<file path="src/rtl/fifo_read_streamer_if.sv">
// FIFO read-side and valid/ready stream signals for the FIFO drain stage.
// master = streamer, slave = FIFO plus downstream sink.
interface fifo_read_streamer_if #(
  parameter int DATA_WIDTH = 16
);
  logic                  fifo_rd_en;
  logic [DATA_WIDTH-1:0] fifo_dout;
  logic                  fifo_empty;
  logic                  fifo_underflow;
  logic                  m_valid;
  logic [DATA_WIDTH-1:0] m_data;
  logic                  m_ready;

  modport master (
    output fifo_rd_en, m_valid, m_data,
    input  fifo_dout, fifo_empty, fifo_underflow, m_ready
  );

  modport slave (
    input  fifo_rd_en, m_valid, m_data,
    output fifo_dout, fifo_empty, fifo_underflow, m_ready
  );
endinterface

</file>
<file path="src/rtl/fifo_read_streamer.sv">
// Drains a synchronous FIFO with one-cycle read latency onto a valid/ready stream
// through a 2-entry buffer, counting delivered words and flagged underflows.
module fifo_read_streamer #(
  parameter int DATA_WIDTH = 16,
  parameter int CNT_WIDTH  = 16
) (
  input  logic                  clk,
  input  logic                  rst,
  input  logic                  enable,
  fifo_read_streamer_if.master  bus,
  output logic                  busy,
  output logic [CNT_WIDTH-1:0]  word_cnt,
  output logic [CNT_WIDTH-1:0]  underflow_cnt
);

  logic [1:0]            occ;
  logic                  inflight;
  logic [DATA_WIDTH-1:0] head;
  logic [DATA_WIDTH-1:0] tail;
  logic                  pop;
  logic                  push;
  logic                  rd_en;
  logic [2:0]            level;
  logic [1:0]            wr_slot;

  always_comb begin
    pop   = (occ != 2'd0) & bus.m_ready;
    push  = inflight & ~bus.fifo_underflow;
    // Credit: words that will occupy the buffer after this cycle's pop.
    level = {1'b0, occ} + {2'b00, inflight} - {2'b00, pop};
    rd_en = enable & ~bus.fifo_empty & ~rst & (level < 3'd2);
    // Slot the returning word lands in once this cycle's pop has shifted the buffer.
    wr_slot = occ - {1'b0, pop};
  end

  assign bus.fifo_rd_en = rd_en;
  assign bus.m_valid    = (occ != 2'd0);
  assign bus.m_data     = head;
  assign busy           = inflight | (occ != 2'd0);

  always_ff @(posedge clk) begin
    if (rst) begin
      occ           <= 2'd0;
      inflight      <= 1'b0;
      head          <= '0;
      tail          <= '0;
      word_cnt      <= '0;
      underflow_cnt <= '0;
    end else begin
      inflight <= rd_en;
      occ      <= occ + {1'b0, push} - {1'b0, pop};

      if (push && wr_slot == 2'd0)
        head <= bus.fifo_dout;
      else if (pop && occ == 2'd2)
        head <= tail;

      if (push && wr_slot == 2'd1)
        tail <= bus.fifo_dout;

      if (pop && word_cnt != '1)
        word_cnt <= word_cnt + 1'b1;

      if (inflight && bus.fifo_underflow && underflow_cnt != '1)
        underflow_cnt <= underflow_cnt + 1'b1;
    end
  end

endmodule

</file>
<file path="src/flat_wrapper.sv">
// flat-port wrapper written by rule: the top's interface ports become plain ports
module fifo_read_streamer_flat 
#(
  parameter int DATA_WIDTH = 16,
  parameter int CNT_WIDTH  = 16
)
  (clk, rst, enable, busy, word_cnt, underflow_cnt, bus_fifo_rd_en, bus_m_valid, bus_m_data, bus_fifo_dout, bus_fifo_empty, bus_fifo_underflow, bus_m_ready);
  fifo_read_streamer_if #(.DATA_WIDTH(DATA_WIDTH)) bus_i ();
  input  logic clk;
  input  logic rst;
  input  logic enable;
  output logic busy;
  output logic [CNT_WIDTH-1:0] word_cnt;
  output logic [CNT_WIDTH-1:0] underflow_cnt;
  output wire logic [$bits(bus_i.fifo_rd_en)-1:0] bus_fifo_rd_en;
  output wire logic [$bits(bus_i.m_valid)-1:0] bus_m_valid;
  output wire logic [$bits(bus_i.m_data)-1:0] bus_m_data;
  input wire logic [$bits(bus_i.fifo_dout)-1:0] bus_fifo_dout;
  input wire logic [$bits(bus_i.fifo_empty)-1:0] bus_fifo_empty;
  input wire logic [$bits(bus_i.fifo_underflow)-1:0] bus_fifo_underflow;
  input wire logic [$bits(bus_i.m_ready)-1:0] bus_m_ready;
  assign bus_fifo_rd_en = bus_i.fifo_rd_en;
  assign bus_m_valid = bus_i.m_valid;
  assign bus_m_data = bus_i.m_data;
  assign bus_i.fifo_dout = bus_fifo_dout;
  assign bus_i.fifo_empty = bus_fifo_empty;
  assign bus_i.fifo_underflow = bus_fifo_underflow;
  assign bus_i.m_ready = bus_m_ready;
  fifo_read_streamer #(.DATA_WIDTH(DATA_WIDTH), .CNT_WIDTH(CNT_WIDTH)) u_core (.clk(clk), .rst(rst), .enable(enable), .bus(bus_i), .busy(busy), .word_cnt(word_cnt), .underflow_cnt(underflow_cnt));
endmodule
</file>
<file path="config.mk">
export PLATFORM = sky130hd
export DESIGN_NAME = fifo_read_streamer_flat
export DESIGN_NICKNAME = d
export VERILOG_FILES = /design/src/rtl/fifo_read_streamer_if.sv /design/src/rtl/fifo_read_streamer.sv /design/src/flat_wrapper.sv
export SDC_FILE = /design/constraint.sdc
export NUM_CORES = 1
export LEC_CHECK = 0
export ABC_AREA = 0
export ABC_CLOCK_PERIOD_IN_PS = 3500
export CAP_MARGIN = 20
export CORE_MARGIN = 2
export CORE_UTILIZATION = 50
export DETAILED_ROUTE_END_ITERATION = 8
export GPL_ROUTABILITY_DRIVEN = 0
export GPL_TIMING_DRIVEN = 0
export PLACE_DENSITY = 0.83
export SETUP_SLACK_MARGIN = 0.3
export SYNTH_ARGS = -nofsm -noshare
export SYNTH_HDL_FRONTEND = slang
export SYNTH_SLANG_ARGS = --single-unit
</file>
<file path="constraint.sdc">
create_clock -name clk -period 3.5 [get_ports clk]
set_clock_uncertainty 0.15 [all_clocks]
set_input_delay 0.7 -clock clk [delete_from_list [all_inputs] [get_ports clk]]
set_output_delay 0.7 -clock clk [all_outputs]
set_load 0.05 [all_outputs]
</file>
==> impl_results.md <==
- Filler cell count: 471
- Top cell type's share of synthesized area: 42.83%
- Initial antenna violation count: 0
- Root Buffer: clkbuf_8
- Slew @ Worst Pin: 0.7989 ns
- RR Startpoint: u_core.occ[0]
- Int Pwr: 1.219 mW
- Seq pwr share: 48.0%
- Worst Hold Path EP: u_core.bus.m_data[0]
- IO Pins: 73
- Top_reg_cell synth: dfxtp_1
- Ys Warns: 0
- Sequential area share after synthesis: 42.83%
- Max clock buf depth: 2
- Pre-Repair DR Iteration Count: 4
- Final Power: 1.618 mW
- Slew Viols, Final: 0
- RSZ-0062 raised after global routing: true
- EDFF count, synth: 0
- Sinks on Clock Net: 67
- H-tree levels: 3
- Pleak: 1.563 nW
- Switching share of total power: 24.63%
- Yosys cell types: 42
- Avg Cell Area, Syn: 8.675 µm²
- Number of global-route vias before repair: 3095
- Post-synthesis net count: 388
- Layout Cells excl Fill: 530
- CTS tree: built
- I/O Buffers: 71
- Required time worst endpoint: 2.65 ns
- CTS Buf Count: 9
- # hold bufs at CTS: 0
- FP Rows: 28
- Seq cells post-synth: 67
- Worst r2r dst: u_core.bus.m_data[4]
- Slew HR: 46.30%
- P per Cell Area: 377.7 nW/µm²
- Placed Cells: 507
- Netlist Area Pre-Place: 3132 µm²
- Layout Nets: 477
- Die span in x: 83.14 µm
- Final worst path period need: 3.251 ns
- Area Overhead vs Synth: 36.76%
- Max cap viols: 0
- Final Cycle Share: 92.88%
- Core area: 5991 µm²
- Worst vdd ir: 0.2425 mV
- DPL Wire Length: 5697 µm
- Hold WC Path Type: reg -> reg
- Top cell type by total area after synthesis: dfxtp_1
- Clk pin slew, worst setup/hold paths: 0.08 ns
- Worst hold start: u_core.tail[0]
- Initial core utilization: 52.28%
- Logic pwr share: 8.1%
- Critical Path Start Type: register
- FF-to-FF setup slack: 0.78 ns
- Critical Path AT: 2.40 ns
- Worst skew pair latency: 0.35 ns
- Remaining Overflow, GRT: 0
- Die Height: 83.14 µm
- CP Capture Type: output pin
- Largest net degree at the start of global routing: 13
- Diode count: 0
- Final WS setup: 0.2491 ns
- Hold path depth: 2
- Synth cell count leaders: dfxtp_1 (67), nand2_1 (50), nor2_1 (40)
- Detailed Route Iter0 Violations: 125
- Drt total wl: 8285 µm
- Wire per inst: 15.63 µm
- Count leader, synth: dfxtp_1
- Place WS: -1.091 ns
- Clock network power share: 43.9%
- FF-to-FF path depth: 9
- Asr flop ratio synth: 0%
- CP Class: reg -> out
- DR vias/cell: 5.919
- Antenna-violating nets left: 0
- CP Max Fanout: 2
- Max Fclk: 0.3076 GHz
- Mapped Cells: 361
- Synth area leaders: dfxtp_1 (43%), nand2_1 (6.0%), mux2i_1 (5.4%), nor2_1 (4.8%), a311oi_1 (4.5%)
- DR vias: 3137
- WHS: 0.3257 ns
- Net Sw Power: 0.3985 mW
- Post-route DRC: 0
- Final Hold Vio Count: 0
- Status: complete, no violations
- Setup violators final: 0
- First-pass GRT wire length: 14220 µm
- Total GRT Usage: 24.80%
- DIE AREA: 6912 µm²
- Layout cells sized above 1: 11.65%
through the flow:
stage / TNS [ns] / utilization [%] / cell area, µm²
after CTS: 0 / 71.49 / 4283
after detailed placement: -1.338 / 66.33 / 3974
after global placement: -0.9858 / 66.33 / 3974
final: 0 / 71.49 / 4283
after floorplan: 0 / - / 3169
after global routing: 0 / 71.49 / 4283
placed cells by master (no fill, tap or decap), types with 8 or more instances in the layout:
cell,netlist,layout
o31ai_1,12,12
a21oi_1,21,21
nand4_1,8,8
nand2_1,50,48
nand3_1,13,13
a311oi_1,16,16
nor2_1,40,40
mux2i_1,17,17
dfxtp_1,67,65
clkbuf_1,12,11
or4_1,12,12
clkdlybuf4s50_1,0,69
clkbuf_8,0,9
nor2b_1,10,10
state kept, by name, indices dropped and copies added (netlist names):
| name | count |
|---|---|
| u_core.bus.m_data | 16 |
| u_core.tail | 16 |
| u_core.underflow_cnt | 16 |
| u_core.word_cnt | 16 |
| u_core.occ | 2 |
| u_core.inflight | 1 |
cells by family after synthesis:
logic type      count (synthesis)  share of synthesized area (%)
compound gates                 72                          16.10
xor+xnor                        3                         0.8391
fa+ha+maj                       5                          2.237
buf+inv                        25                          3.356
flops                          67                          42.83
mux                            24                          7.950
simple gates                  165                          26.69
critical path, cell delays in order (launching register included):
cell      delay (ns)
dfxtp_4         0.35
nand3b_1        0.21
buf_6           0.16
buf_8           0.11
o21ai_4         0.06
nand2_2         0.07
fa_2            0.37
xor2_2          0.18
nor4_4          0.34
buf_6           0.21
metal layers:
metal / vias up / track usage [%] / routed length (µm) / part of all wire (%)
li1: 1513 / - / - / -
met1: 1507 / 30.83 / 3594 / 43
met2: 101 / 41.20 / 4086 / 49
met3: 16 / 4.970 / 452 / 5.5
met4: 0 / 11.62 / 150 / 1.8
met5: - / 0 / 0 / 0
power groups by stage:
stage                     Clock [mW]  Combinational [mW]  Sequential (mW)
after floorplan                    0              0.0405            0.821
after global placement             0               0.124            0.795
after detailed placement           0               0.126            0.795
after CTS                      0.714               0.130            0.776
after global routing           0.751               0.139            0.777
final                          0.710               0.131            0.776
worst max path at each step:
| stage | from | to | slack [ns] | depth (start not counted) |
|---|---|---|---|---|
| global placement | bus_m_ready | bus_fifo_rd_en | -0.99 | 10 |
| detailed placement | bus_m_ready | bus_fifo_rd_en | -1.09 | 10 |
| CTS | u_core.occ[0] | bus_fifo_rd_en | 0.26 | 9 |
| floorplan | bus_m_ready | bus_fifo_rd_en | 0.20 | 8 |
| finish | u_core.occ[0] | bus_fifo_rd_en | 0.25 | 9 |
| global route | u_core.occ[0] | bus_fifo_rd_en | 0.20 | 9 |
cell type report:
| type | instances | area [µm²] | share of cell area [%] |
|---|---|---|---|
| Tap cell | 75 | 93.84 | 2.191 |
| Multi-Input combinational cell | 269 | 1727 | 40.32 |
| Clock buffer | 9 | 123.9 | 2.892 |
| Inverter | 6 | 23.77 | 0.5551 |
| Buffer | 19 | 103.9 | 2.425 |
| Clock inverter | 7 | 92.59 | 2.162 |
| Timing Repair Buffer | 78 | 769.5 | 17.97 |
| Sequential cell | 67 | 1349 | 31.49 |
repair_timing:
item,4_1_cts,5_1_grt
resized for setup,24,0
cloned,0,0
pin swaps,3,0
buffers inserted,7,0
setup endpoints to repair,2,1
(Power assumes the default switching activity.)
